--- src/rtl/mem_arbiter.sv ---
// Arbiter sharing one unified line-wide main memory between the I-cache and
// D-cache miss paths; one fixed-latency access at a time, done pulse on completion.
module mem_arbiter #(
  parameter int ADDR_W     = 14,
  parameter int LINE_W     = 64,
  parameter int MEM_LAT    = 4,
  parameter int STARVE_MAX = 2
) (
  input  logic              clk,
  input  logic              rst_n,
  input  logic              i_req,
  input  logic [ADDR_W-1:0] i_addr,
  input  logic              d_req,
  input  logic              d_we,
  input  logic [ADDR_W-1:0] d_addr,
  input  logic [LINE_W-1:0] d_wdata,
  output logic              i_done,
  output logic              d_done,
  output logic [LINE_W-1:0] rdata,
  output logic              busy,
  output logic              mem_re,
  output logic              mem_we,
  output logic [ADDR_W-1:0] mem_addr,
  output logic [LINE_W-1:0] mem_wdata,
  input  logic [LINE_W-1:0] mem_rdata
);

  localparam int LAT_W    = 4;
  localparam int STARVE_W = 3;

  localparam logic [LAT_W-1:0]    LAT_LOAD = LAT_W'(MEM_LAT - 1);
  localparam logic [STARVE_W-1:0] STARVE_LIM = STARVE_W'(STARVE_MAX);

  typedef enum logic [1:0] {
    IDLE  = 2'd0,
    I_ACC = 2'd1,
    D_ACC = 2'd2,
    DONE  = 2'd3
  } state_t;

  state_t               state_q,      state_d;
  logic [LAT_W-1:0]     lat_cnt_q,    lat_cnt_d;
  logic [STARVE_W-1:0]  starve_cnt_q, starve_cnt_d;
  logic                 mask_i_q,     mask_i_d;
  logic                 mask_d_q,     mask_d_d;
  logic                 served_i_q,   served_i_d;
  logic                 we_q,         we_d;
  logic [ADDR_W-1:0]    addr_q,       addr_d;
  logic [LINE_W-1:0]    wdata_q,      wdata_d;
  logic [LINE_W-1:0]    rdata_q,      rdata_d;

  logic elig_i;
  logic elig_d;
  logic grant_i;
  logic grant_d;

  // A requester just served is masked for one IDLE cycle so its still-high
  // req (it only drops after seeing done) is not mistaken for a new request.
  assign elig_i  = i_req & ~mask_i_q;
  assign elig_d  = d_req & ~mask_d_q;
  assign grant_i = elig_i & (~elig_d | (starve_cnt_q == STARVE_LIM));
  assign grant_d = elig_d & ~grant_i;

  // NOTE: every variable driven here gets a default first, so no path leaves
  // one unassigned and no latch is inferred.
  always_comb begin
    state_d      = state_q;
    lat_cnt_d    = lat_cnt_q;
    starve_cnt_d = starve_cnt_q;
    mask_i_d     = 1'b0;
    mask_d_d     = 1'b0;
    served_i_d   = served_i_q;
    we_d         = we_q;
    addr_d       = addr_q;
    wdata_d      = wdata_q;
    rdata_d      = rdata_q;

    unique case (state_q)
      IDLE: begin
        if (grant_i) begin
          state_d      = I_ACC;
          lat_cnt_d    = LAT_LOAD;
          served_i_d   = 1'b1;
          we_d         = 1'b0;
          addr_d       = i_addr;
          starve_cnt_d = '0;
        end else if (grant_d) begin
          state_d    = D_ACC;
          lat_cnt_d  = LAT_LOAD;
          served_i_d = 1'b0;
          we_d       = d_we;
          addr_d     = d_addr;
          wdata_d    = d_wdata;
          // Counts D grants that bypassed a waiting I-cache, saturating.
          if (!i_req) begin
            starve_cnt_d = '0;
          end else if (starve_cnt_q != STARVE_LIM) begin
            starve_cnt_d = starve_cnt_q + STARVE_W'(1);
          end
        end
      end

      I_ACC, D_ACC: begin
        if (lat_cnt_q == '0) begin
          state_d = DONE;
          if ((state_q == I_ACC) || !we_q) begin
            rdata_d = mem_rdata;
          end
        end else begin
          lat_cnt_d = lat_cnt_q - LAT_W'(1);
        end
      end

      DONE: begin
        state_d  = IDLE;
        mask_i_d = served_i_q;
        mask_d_d = ~served_i_q;
      end

      default: state_d = IDLE;
    endcase
  end

  // NOTE: sequential state uses non-blocking assignments only, so every
  // register samples the pre-edge value of every other register.
  always_ff @(posedge clk) begin
    if (!rst_n) begin
      state_q      <= IDLE;
      lat_cnt_q    <= '0;
      starve_cnt_q <= '0;
      mask_i_q     <= 1'b0;
      mask_d_q     <= 1'b0;
      served_i_q   <= 1'b0;
      we_q         <= 1'b0;
      addr_q       <= '0;
      wdata_q      <= '0;
      rdata_q      <= '0;
    end else begin
      state_q      <= state_d;
      lat_cnt_q    <= lat_cnt_d;
      starve_cnt_q <= starve_cnt_d;
      mask_i_q     <= mask_i_d;
      mask_d_q     <= mask_d_d;
      served_i_q   <= served_i_d;
      we_q         <= we_d;
      addr_q       <= addr_d;
      wdata_q      <= wdata_d;
      rdata_q      <= rdata_d;
    end
  end

  // Outputs decode straight from registered state, so a reset mid-access
  // drops the enables on the very next edge without a done pulse.
  assign busy      = (state_q != IDLE);
  assign mem_re    = (state_q == I_ACC) | ((state_q == D_ACC) & ~we_q);
  assign mem_we    = (state_q == D_ACC) & we_q;
  assign mem_addr  = addr_q;
  assign mem_wdata = wdata_q;
  assign rdata     = rdata_q;
  assign i_done    = (state_q == DONE) & served_i_q;
  assign d_done    = (state_q == DONE) & ~served_i_q;

endmodule
--- config.mk ---
export PLATFORM = sky130hd
export DESIGN_NAME = mem_arbiter
export DESIGN_NICKNAME = d
export VERILOG_FILES = /design/src/rtl/mem_arbiter.sv
export SDC_FILE = /design/constraint.sdc
export NUM_CORES = 1
export LEC_CHECK = 0
export BUFFER_PORTS_ARGS = -buffer_cell sky130_fd_sc_hd__buf_2
export CAP_MARGIN = 15
export CORE_AREA = 2 2 120 122
export DETAILED_ROUTE_END_ITERATION = 12
export DIE_AREA = 0 0 122 124
export MAX_ROUTING_LAYER = met4
export PLACE_DENSITY = 0.76
export SETUP_SLACK_MARGIN = 0.05
export SKIP_LAST_GASP = 1
export SLEW_MARGIN = 10
export SYNTH_ARGS = -nofsm -noshare
export SYNTH_HDL_FRONTEND = slang
export SYNTH_SLANG_ARGS = --single-unit
--- constraint.sdc ---
create_clock -name clk -period 2.3 [get_ports clk]
set_input_delay 0.115 -clock clk [delete_from_list [all_inputs] [get_ports clk]]
set_output_delay 0.115 -clock clk [all_outputs]
set_load 0.01 [all_outputs]
# == Word-level counts from Yosys, hierarchy flattened ==
# Index checks and enable logic that the tools add are counted.
# word_totals
ff_bits,155
in_bits,161
wordCells,70
# classes
n_addsub,2
eq_ne,9
mux,18
bitwise_logic,16
reduce_logical,15
# ops
cell,n
$mux W14,2
$mux W3,4
$mux W4,3
$reduce_and A3 Y1,4
$and A1 B1 Y1,8
$pmux W4 S2,1
$mux W2,3
$not A1 Y1,6
$pmux W2 S3,1
$reduce_and A2 Y1,3
$reduce_bool A2 Y1,3
$eq A2 B2 Y1 const B,2
$logic_not A4 Y1,1
$mux W1,4
$ne A2 B2 Y1 const B,2
$sub A4 B1 Y4 const B,1
$add A3 B1 Y3 const B,1
$eq A3 B2 Y1 const B,1
$ne A3 B1 Y1 const B,1
$ne A3 B2 Y1 const B,1
$ne A3 B3 Y1 const B,1
$eq A2 B1 Y1 const B,1
$logic_not A2 Y1,1
$or A1 B1 Y1,2
3 further kinds,3

# == Longest topological paths before layout ==
# Gate-level depths: netlist of the first run.
# depth
depth_word,10
mapped_depth,9

# == Worst setup path after synthesis of the first run ==
# OpenSTA, ideal clock, no wires.
# synth_timing
kind,flip-flop to flip-flop
start,register state_q[0]
end,register lat_cnt_q[3]
setup_time_ns,0.072
t_arrival_ns,1.785
required_time_ns,2.228
path_slack_ns,0.443
stages_incl_launch_ff,8
n_path_buf,1
cell_sequence,dfxtp_1 inv_1 ha_1 buf_2 and4bb_1 a311o_1 nor4_2 mux2i_1
# synth_between
elab_chain_cells,4
word_cells_on_any_way,9
# synth_lines
element,line_no,source
"start, declared",41,"state_t state_q, state_d;"
"start signal, assigned",139,state_q <= state_d;
$eq A2 B1 Y1 or $eq A2 B2 Y1 (tied branches),78,unique case (state_q)
$reduce_or A2 Y1,78,
$ne A2 B2 Y1 (no source line) or $reduce_bool A2 Y1 (tied branches),n/a,
$reduce_and A3 Y1 (no source line),n/a,
"end signal, assigned",140,lat_cnt_q <= lat_cnt_d;
"end, declared",42,"logic [LAT_W-1:0] lat_cnt_q, lat_cnt_d;"
# Parallel ways exist; a longest one is shown, timed or not.
# A chain may end at the register's enable or synchronous reset.

# == Worst setup path after layout of the first run ==
# layout_timing
start,register state_q[1]
end,"register addr_q[8], in the netlist mem_addr[8]"
# layout_between
elab_chain_cells,2
# layout_lines
element,line_no,source
$logic_not A2 Y1,78,
$reduce_and A2 Y1 (no source line),n/a,
"end signal, assigned",146,addr_q <= addr_d;
"end, declared",48,"logic [ADDR_W-1:0] addr_q, addr_d;"
# No other way between the ends.

==> metrics, run 1 <==
count of final setup violators 0; number of synthesized register bits between 150 and 200; clock-pin slew reported for the worst setup and hold paths after clock tree synthesis 0.06 ns; maximum level of the CTS H-tree 4; share of the clock period used by the worst path after layout 0.916; aggregate routed wire length 20.4 mm; postcts setup bufs 0; Clock Tree Root clkbuf_16; number of antenna violations at the first check in global routing 0; Clock Latency Late Sink 0.42 ns; Horiz. Die Dim 122 um; critical path type register to register; slowest cell on the critical path dlygate4sd3_1; Layout Area Growth over Synthesis 67.4%; largest delay contributor family on the critical path buffers and inverters; IO Count 308; Design Area, Final a little under 10,000 sq um; vias after detailed routing just under 7k; largest net degree at the start of global routing 67; wire length per cell 15.0 um; residual DRC count 0; worst slew margin relative to its limit 0.448; net count of the finished layout around 1.3k; initial core utilization 0.421; shortest period the worst path allows roughly 2.1 ns; share of synthesized area occupied by flip-flops and latches 0.538; transition at the pin with the smallest max-transition slack ~0.82 ns; total of buffers placed on input and output ports 307; starting DRC count in detailed routing roughly 440; number of placement rows 43; CP Capture Type register; Most common cell on crit path inv_1; TritonCTS clock tree yes; FF-to-FF path depth 8; post-route ant nets 0; count of cell types in the netlist 43; share of layout cells above drive strength 1 0.305; worst IR drop on VDD 0.000575 V; depth of the worst hold-timing path 3; leakage power summed over all cells 4.45 nW; max_cap viols 0; via count of the first global-routing pass 6,481; minimum hold slack 0.0857 ns; die outline height between 100 and 150 um; clock tree buffer depth 2; number of gates on the worst path with buffers counted 8; drt via density 4.94; f_max 475 MHz; Remaining Overflow, GRT 0; cell area after synthesis 5770 sq um; CTS sink count between 150 and 200; worst-path fanout max 28; last weighted congestion value of the routability-driven placer slightly below 0.8; maximum clock skew at final layout 0.00786 ns; Die Area approximately 15,000 sq um; P per Cell Area 1080 nW/um^2; endpoint required time on the critical path roughly 2.7 ns; commonest cells after routing, fill and taps aside buf_2, nand2_1, dlygate4sd3_1; yosys warns 0; Diodes inserted 0; final hold violation count 0; Setup TNS 0 ns; cells along the critical path inv_1 > ha_2 > inv_1 > a21oi_2 > buf_6 > o21ai_0 > a31oi_1 > dlygate4sd3_1; max incr delay on CP 0.55 ns; setup repair after global routing missed its margin false; final number of max-transition violations 0; 1st-pass router iterations 5; placeable core region 13,700 sq um; TritonCTS Buffers 17; Worst Path Arrival between 2 and 2.5 ns; detailed-placement wirelength estimate 11.8 mm; area after detailed placement approximately 7500 sq um; type of the tightest min-delay check primary input to register; commonest non-fill, non-tap cell in the layout buf_2; synthesized area divided by synthesized cell count 7.95 sq um; Worst setup SP type register; Buf+Inv Stages, Crit Path 4; status complete, no violations; Mapped Cells 726; post-synth net total 894; first-pass GRT wire length about 30 mm; filler-free cell count of the finished design 1,365; overall global routing resource usage 0.264; number of placed instances, taps included approximately 1.2k
## stage by stage
stage                     setup WS [ns]  total power [mW]   util
after floorplan                   0.443              5.94      -
after global placement            0.429              7.18  0.545
after detailed placement          0.365              7.28  0.545
after CTS                        0.0706              10.3  0.703
after global routing             0.0651              11.0  0.704
final                             0.193              10.4  0.704
## power by group
part	total (mW)	internal, mW	leakage (nW)	switching [mW]
Sequential	3.64	3.31	1.27	0.322
Clock	2.82	1.73	0.287	1.09
Combinational	3.95	1.59	2.90	2.36
Total	10.4	6.64	4.45	3.77
## routing by layer
metal | up-vias | GRT usage | routed length, um
li1 | 3273 | - | -
met1 | 3077 | 0.263 | 7450
met2 | 308 | 0.462 | 10400
met3 | 81 | 0.0792 | 1680
met4 | 0 | 0.149 | 858
met5 | - | - | 0
## cells by family (layout without fill, tap and decap cells)
group / after synthesis / after routing / share of synthesized area
DFF: 155 / 155 / 0.538
adders and majority gates: 7 / 7 / 0.0152
muxes: 2 / 2 / 0.00347
AOI/OAI and AO/OA: 186 / 186 / 0.178
and+or+nand+nor: 316 / 316 / 0.218
buffers and inverters: 60 / 519 / 0.0483
## worst paths after layout
path                                     from              end  slack [ns]
worst max-delay path               state_q[1]      mem_addr[8]        0.19
worst min-delay path                    i_req  starve_cnt_q[0]        0.09
worst max register to register     state_q[1]      mem_addr[8]        0.19
worst min register to register  mem_wdata[14]    mem_wdata[14]        0.45
## layout make-up
class / instances / area [sq um]
Timing Repair Buffer: 476 / 3260
Multi-Input combinational cell: 511 / 2430
Clock buffer: 21 / 450
Inverter: 11 / 43.8
Clock inverter: 11 / 143
Sequential cell: 155 / 3100
Fill cell: 966 / 4060
Tap cell: 180 / 225
## repair_timing
| item | in CTS | in global routing |
|---|---|---|
| gates resized for setup | 0 | 3 |
| hold buffers | 157 | 0 |
| setup endpoints to repair | 0 | 4 |
| hold endpoints to repair | 143 | 0 |
## Yosys cell counts
library cell | number | area, sq um
a211oi_1 | 1 | 7.51
a21o_1 | 2 | 15.0
a21oi_1 | 133 | 666
a21oi_2 | 2 | 17.5
a221oi_1 | 1 | 8.76
a22oi_1 | 2 | 15.0
a311o_1 | 1 | 10.0
a311oi_1 | 1 | 8.76
a31oi_1 | 15 | 93.8
and2_1 | 2 | 12.5
and2b_1 | 1 | 7.51
and2b_4 | 1 | 10.0
and3_1 | 1 | 6.26
and4bb_1 | 1 | 12.5
buf_2 | 13 | 65.1
buf_4 | 10 | 75.1
clkbuf_1 | 26 | 97.6
dfxtp_1 | 155 | 3100
ha_1 | 7 | 87.6
inv_1 | 11 | 41.3
mux2i_1 | 2 | 20.0
nand2_1 | 290 | 1090
nand2b_1 | 5 | 31.3
nand3_1 | 2 | 10.0
nand4_1 | 1 | 6.26
nor2_1 | 5 | 18.8
nor2b_1 | 2 | 12.5
nor3_1 | 1 | 5.00
nor4_2 | 1 | 12.5
o2111ai_1 | 1 | 8.76
o211ai_1 | 2 | 15.0
o211ai_2 | 1 | 12.5
o21a_1 | 1 | 7.51
o21ai_0 | 16 | 80.1
o21ai_1 | 1 | 5.00
o21ai_2 | 2 | 17.5
o221ai_2 | 1 | 15.0
o22ai_1 | 1 | 6.26
o31ai_1 | 1 | 7.51
o32ai_1 | 1 | 8.76
or2_2 | 1 | 6.26
or3_1 | 1 | 6.26
or4b_1 | 1 | 10.0
## worst min-delay path: cells and delay by family
| family | cells | cell delay, ns |
|---|---|---|
| compound gates | 1 | 0.07 |
| simple gates | 1 | 0.13 |
| buf+inv | 1 | 0.14 |
## sequential cells by signal (all words and copies together), names as in the netlist
register      cells
mask_i_q          1
lat_cnt_q         4
mem_addr         14
we_q              1
starve_cnt_q      3
mem_wdata        64
rdata            64
mask_d_q          1
state_q           2
served_i_q        1
Note: power is estimated with default switching activity, not from simulation.
==> inputs of run 2 (changes only) <==
--- a/config.mk
+++ b/config.mk
@@ -10,6 +10,7 @@
 export CORE_AREA = 2 2 120 122
 export DETAILED_ROUTE_END_ITERATION = 12
 export DIE_AREA = 0 0 122 124
+export HOLD_SLACK_MARGIN = 0.15
 export MAX_ROUTING_LAYER = met4
 export PLACE_DENSITY = 0.76
 export SETUP_SLACK_MARGIN = 0.05
==> run 2 against run 1 <==
  * Critical path depth fell by 1
  * Global-route usage down 0.11 points
  * Clock power about the same
  * Sequential share of layout area shrank 0.17 points
  * Design area increased by 0.54%
  * Clock-buffer cell count unchanged
  * Sequential power about the same
  * Sequential cell count did not move
  * Clock skew is essentially flat
  * Cell count rose by 0.37%
  * Register-to-register slack barely moved
  * Non-clock buffer count grew 5
  * Critical path type unchanged
  * Critical endpoint is now mem_addr[13]
  * Highest routed layer unchanged
==> metrics, run 2 (synthesis results as in run 1) <==
placeable core region 13,700 sq um (unchanged); wire length per cell 14.9 um (was 15.0 um); last weighted congestion value of the routability-driven placer 0.792 (unchanged); post-route ant nets 0 (unchanged); maximum clock skew at final layout 0.00766 ns (was 0.00786 ns); Register Area 3100 sq um (unchanged); f_max 477 MHz (was 475 MHz); max_cap viols 0 (unchanged); TritonCTS clock tree yes (unchanged); final number of max-transition violations 0 (unchanged); Horiz. Die Dim 122 um (unchanged); overall global routing resource usage 0.263 (was 0.264); aggregate routed wire length 20.5 mm (was 20.4 mm); Die Area 15,100 sq um (unchanged); worst IR drop on VDD 0.000575 V (about the same); Clock Latency Late Sink 0.42 ns (about the same); via count of the first global-routing pass 6,455 (was 6,481); transition at the pin with the smallest max-transition slack 0.813 ns (was 0.825 ns); number of antenna violations at the first check in global routing 0 (unchanged); first-pass GRT wire length 30.4 mm (about the same); Layout Area Growth over Synthesis 68.3% (was 67.4%); initial core utilization 0.421 (unchanged); leakage power summed over all cells 4.48 nW (was 4.45 nW); Metal-1 WL 7.43 mm (was 7.45 mm); setup repair after global routing missed its margin false (unchanged); slowest cell on the critical path dlygate4sd3_1 (unchanged); commonest non-fill, non-tap cell in the layout buf_2 (unchanged); final hold violation count 0 (unchanged); maximum level of the CTS H-tree 4 (unchanged); total of fill cells in the finished design 956 (was 966); area after detailed placement 7480 sq um (unchanged); share of the clock period used by the worst path after layout 0.912 (was 0.916); Setup TNS 0 ns (unchanged); clock tree buffer depth 2 (unchanged); IO Count 308 (unchanged); type of the tightest min-delay check primary input to register (unchanged); total of buffers placed on input and output ports 307 (unchanged); P per Cell Area 1080 nW/um^2 (about the same); CTS sink count 155 (unchanged); detailed-placement wirelength estimate 11.8 mm (unchanged); die outline height 124 um (unchanged); number of placement rows 43 (unchanged); post-layout worst setup margin 0.202 ns (was 0.193 ns); endpoint required time on the critical path 2.66 ns (about the same); share of layout cells above drive strength 1 0.306 (was 0.305); drt via density 4.97 (was 4.94); worst-path fanout max 13 (was 28); clock-pin slew reported for the worst setup and hold paths after clock tree synthesis 0.06 ns (about the same); cells along the critical path inv_1 > ha_1 > nand2b_1 > a21oi_4 > nand2_1 > a31oi_1 > dlygate4sd3_1 (was inv_1 > ha_2 > inv_1 > a21oi_2 > buf_6 > o21ai_0 > a31oi_1 > dlygate4sd3_1); commonest cells after routing, fill and taps aside buf_2, nand2_1, dlygate4sd3_1 (unchanged); routed wl met2 10.5 mm (was 10.4 mm); residual DRC count 0 (unchanged); CP Capture Type register (unchanged); 1st-pass router iterations 6 (was 5); Diodes inserted 0 (unchanged); count of final setup violators 0 (unchanged); starting DRC count in detailed routing 469 (was 444); highest routed layer met4 (unchanged); critical path type register to register (unchanged); largest net degree at the start of global routing 67 (unchanged); Design Area, Final 9710 sq um (was 9660 sq um); met3 routed wirelength 1.74 mm (was 1.68 mm); worst setup slack before clock tree synthesis 0.365 ns (unchanged); TritonCTS Buffers 17 (unchanged); Remaining Overflow, GRT 0 (unchanged); Worst setup SP type register (unchanged); worst slew margin relative to its limit 0.456 (was 0.448); Worst Path Arrival 2.46 ns (was 2.47 ns); status complete, no violations (unchanged); vias after detailed routing 6,807 (was 6,739); net count of the finished layout 1,345 (was 1,340); Clock Tree Root clkbuf_16 (unchanged); shortest period the worst path allows 2.10 ns (was 2.11 ns); max incr delay on CP 0.57 ns (was 0.55 ns); total area of multi-input combinational cells 2440 sq um (was 2430 sq um)
-- run 2: per-stage QoR --
step | util | hold WS, ns | instances | total power, mW
after detailed placement | 0.545 | 0.361 | 1176 | 7.28
after CTS | 0.705 | 0.318 | 1367 | 10.3
after global routing | 0.708 | 0.381 | 1370 | 11.1
after global placement | 0.545 | 0.354 | 1176 | 7.18
after floorplan | - | 0.251 | 726 | 5.94
final | 0.708 | 0.357 | 1370 | 10.4
-- run 2: layout make-up --
cell class              count  share of cell area
flip-flops and latches    155               0.320
inverters                  11             0.00451
repair buffers            481               0.341
well taps                 180              0.0232
multi-input cells         511               0.251
clock inverters            11              0.0147
clock buffers              21              0.0464
-- run 2: critical path: cells and delay by family (launching register included) --
family | cells | cell delay (ns)
adder cells (fa/ha/maj) | 1 | 0.15
buffers and inverters | 2 | 0.63
AO/OA/AOI/OAI | 2 | 0.61
AND/OR/NAND/NOR | 2 | 0.32
flip-flops | 1 | 0.33
-- run 2: per-layer routing --
layer | global-route usage | up-vias
met3 | 0.0783 | 77
met1 | 0.264 | 3107
met4 | 0.146 | 0
met2 | 0.459 | 334
met5 | - | -
li1 | - | 3289
-- run 2: path summary, 6_finish.rpt --
path                                       from         endpoint  slack (ns)  cells after the start
worst min-delay path                      d_req  starve_cnt_q[0]        0.36                      4
worst max register to register  starve_cnt_q[0]     mem_addr[13]        0.20                      7
worst max-delay path            starve_cnt_q[0]     mem_addr[13]        0.20                      7
worst min register to register    mem_wdata[14]    mem_wdata[14]        0.45                      2
-- run 2: power by group --
part | switching, mW | internal, mW
logic | 2.37 | 1.62
clock network | 1.09 | 1.73
registers | 0.322 | 3.31
-- run 2: repair_timing --
| action | CTS | global route |
|---|---|---|
| endpoints found under the setup margin | 0 | 4 |
| buffers inserted | 0 | 3 |
| hold buffers | 159 | 0 |
| gates resized for setup | 0 | 4 |
| hold endpoints to repair | 148 | 0 |
==> inputs of run 3 (changes only) <==
--- a/config.mk
+++ b/config.mk
@@ -8,6 +8,7 @@
 export BUFFER_PORTS_ARGS = -buffer_cell sky130_fd_sc_hd__buf_2
 export CAP_MARGIN = 15
 export CORE_AREA = 2 2 120 122
+export CTS_CLUSTER_DIAMETER = 80
 export DETAILED_ROUTE_END_ITERATION = 12
 export DIE_AREA = 0 0 122 124
 export HOLD_SLACK_MARGIN = 0.15
==> constraint.sdc (replaced) <==
create_clock -name clk -period 2.5 [get_ports clk]
set_input_delay 0.125 -clock clk [delete_from_list [all_inputs] [get_ports clk]]
set_output_delay 0.125 -clock clk [all_outputs]
set_load 0.01 [all_outputs]
==> run 3 against run 2 <==
  * Global-route usage grew 0.83 points
  * Highest routed layer unchanged
  * Routed wire length increased by 1.6%
  * Largest power group unchanged
  * Non-clock buffer count down 7
  * Maximum frequency down 7.7%
  * Via count barely moved
  * Clock skew increased by 0.0015 ns
  * Register-to-register slack better by 0.02 ns
  * Sequential share of layout area increased by 0.20 points
  * Worst setup slack better by 0.024 ns
==> metrics, run 3 (synthesis results as in run 1) <==
Layout Area Growth over Synthesis 67.2% (was 68.3%); share of layout cells above drive strength 1 0.302 (was 0.306); cells along the critical path inv_1 > ha_1 > nor2b_1 > o21ai_4 > nand2_1 > a31oi_1 > dlygate4sd3_1 (was inv_1 > ha_1 > nand2b_1 > a21oi_4 > nand2_1 > a31oi_1 > dlygate4sd3_1); final hold violation count 0 (unchanged); first-pass GRT wire length 31.5 mm (was 30.4 mm); residual DRC count 0 (unchanged); via count of the first global-routing pass 6,600 (was 6,455); setup slack of the most critical reg-to-reg path 0.23 ns (was 0.20 ns); starting DRC count in detailed routing 508 (was 469); Min-Delay Startpoint d_req (unchanged); last weighted congestion value of the routability-driven placer 0.794 (was 0.792); r2r endpoint mem_addr[8] (was mem_addr[13]); hold worst-path end starve_cnt_q[0] (unchanged); Buf+Inv Stages, Crit Path 2 (unchanged); largest net degree at the start of global routing 70 (was 67); share of the clock period used by the worst path after layout 0.909 (was 0.912); Worst Path Arrival 2.62 ns (was 2.46 ns); Setup TNS 0 ns (unchanged); commonest cells after routing, fill and taps aside buf_2, nand2_1, dlygate4sd3_1 (unchanged); setup repair after global routing missed its margin false (unchanged); shortest period the worst path allows 2.27 ns (was 2.10 ns); critical path type register to register (unchanged); number of antenna violations at the first check in global routing 0 (unchanged); total of buffers placed on input and output ports 307 (unchanged); share of the core filled with cells in the final layout 0.703 (was 0.708); net count of the finished layout 1,338 (was 1,345); worst setup slack before clock tree synthesis 0.488 ns (was 0.365 ns); placeable core region 13,700 sq um (unchanged); CTS sink count 155 (unchanged); slowest cell on the critical path dlygate4sd3_1 (unchanged); Clock Latency Late Sink 0.41 ns (was 0.42 ns); post-layout worst setup margin 0.226 ns (was 0.202 ns); post-route ant nets 0 (unchanged); RR Startpoint starve_cnt_q[0] (unchanged); FF-to-FF path depth 7 (unchanged); worst slew margin relative to its limit 0.520 (was 0.456); P per Cell Area 995 nW/um^2 (was 1080 nW/um^2); vias after detailed routing 6,810 (was 6,807); TritonCTS Buffers 17 (unchanged); f_max 440 MHz (was 477 MHz); clock-pin slew reported for the worst setup and hold paths after clock tree synthesis 0.06 ns (about the same); type of the tightest min-delay check primary input to register (unchanged); Die Area 15,100 sq um (unchanged); Horiz. Die Dim 122 um (unchanged); wire length per cell 15.3 um (was 14.9 um); detailed-placement wirelength estimate 11.4 mm (was 11.8 mm); clock tree buffer depth 2 (unchanged); Power Total 9.61 mW (was 10.4 mW); leakage power summed over all cells 4.45 nW (was 4.48 nW); IO Count 308 (unchanged); transition at the pin with the smallest max-transition slack 0.717 ns (was 0.813 ns); max incr delay on CP 0.58 ns (was 0.57 ns); Remaining Overflow, GRT 0 (unchanged); CP Capture Type register (unchanged); overall global routing resource usage 0.271 (was 0.263); maximum level of the CTS H-tree 4 (unchanged); drt via density 5.00 (was 4.97); endpoint required time on the critical path 2.85 ns (was 2.66 ns); Worst setup SP type register (unchanged); die outline height 124 um (unchanged); depth of the worst hold-timing path 4 (unchanged); commonest non-fill, non-tap cell in the layout buf_2 (unchanged); max_cap viols 0 (unchanged); status complete, no violations (unchanged); TritonCTS clock tree yes (unchanged); count of final setup violators 0 (unchanged); maximum clock skew at final layout 0.00920 ns (was 0.00766 ns); aggregate routed wire length 20.8 mm (was 20.5 mm); Diodes inserted 0 (unchanged); number of placement rows 43 (unchanged); largest delay contributor family on the critical path compound AO/OA/AOI/OAI gates (was buffers and inverters); worst IR drop on VDD 0.000509 V (was 0.000575 V); Clock Tree Root clkbuf_16 (unchanged); worst-path fanout max 16 (was 13); 1st-pass router iterations 4 (was 6); initial core utilization 0.421 (unchanged); final number of max-transition violations 0 (unchanged)
## run 3: worst max path at each step
stage	from	endpoint	slack [ns]	cells past startpoint
2_1_floorplan	state_q[0]	lat_cnt_q[3]	0.64	7
3_3_place_gp	state_q[0]	rdata[56]	0.56	7
3_5_place_dp	state_q[0]	rdata[57]	0.49	7
4_1_cts	state_q[1]	mem_addr[9]	0.12	8
5_1_grt	starve_cnt_q[0]	mem_addr[10]	0.1	7
6_report	starve_cnt_q[0]	mem_addr[8]	0.23	7
## run 3: area by class of cell
class                           count  area (sq um)
Inverter                           11          43.8
Sequential cell                   155          3100
Fill cell                         975          4070
Tap cell                          180           225
Clock buffer                       19           433
Multi-Input combinational cell    511          2450
Timing Repair Buffer              474          3250
Clock inverter                     12           148
## run 3: tightest hold or removal path: stages
cell	delay, ns
buf_2	0.10
and2b_1	0.26
nand4_1	0.17
o31ai_1	0.07
## run 3: metrics by stage
stage / instances / cell area, sq um / hold WS (ns)
6_report: 1362 / 9650 / 0.371
5_1_grt: 1362 / 9650 / 0.392
4_1_cts: 1362 / 9620 / 0.334
3_5_place_dp: 1172 / 7450 / 0.371
3_3_place_gp: 1172 / 7450 / 0.364
2_1_floorplan: 726 / 5770 / 0.261
## run 3: power breakdown
part / switching, mW / leakage [nW] / internal [mW]
clock network: 0.995 / 0.283 / 1.56
registers: 0.310 / 1.27 / 3.05
logic: 2.17 / 2.90 / 1.52
total: 3.48 / 4.45 / 6.13
## run 3: metal layers
layer	track usage	vias to the layer above	wire length, um
li1	-	3270	-
met1	0.283	3087	7710
met2	0.482	367	10600
met3	0.0554	86	1570
met4	0.144	0	894
met5	-	-	0
## run 3: repair_timing
action | CTS | global route
setup buffers | 0 | 0
hold endpoints to repair | 147 | 0
gates resized for setup | 0 | 4
endpoints found under the setup margin | 0 | 14
hold buffers | 159 | 0
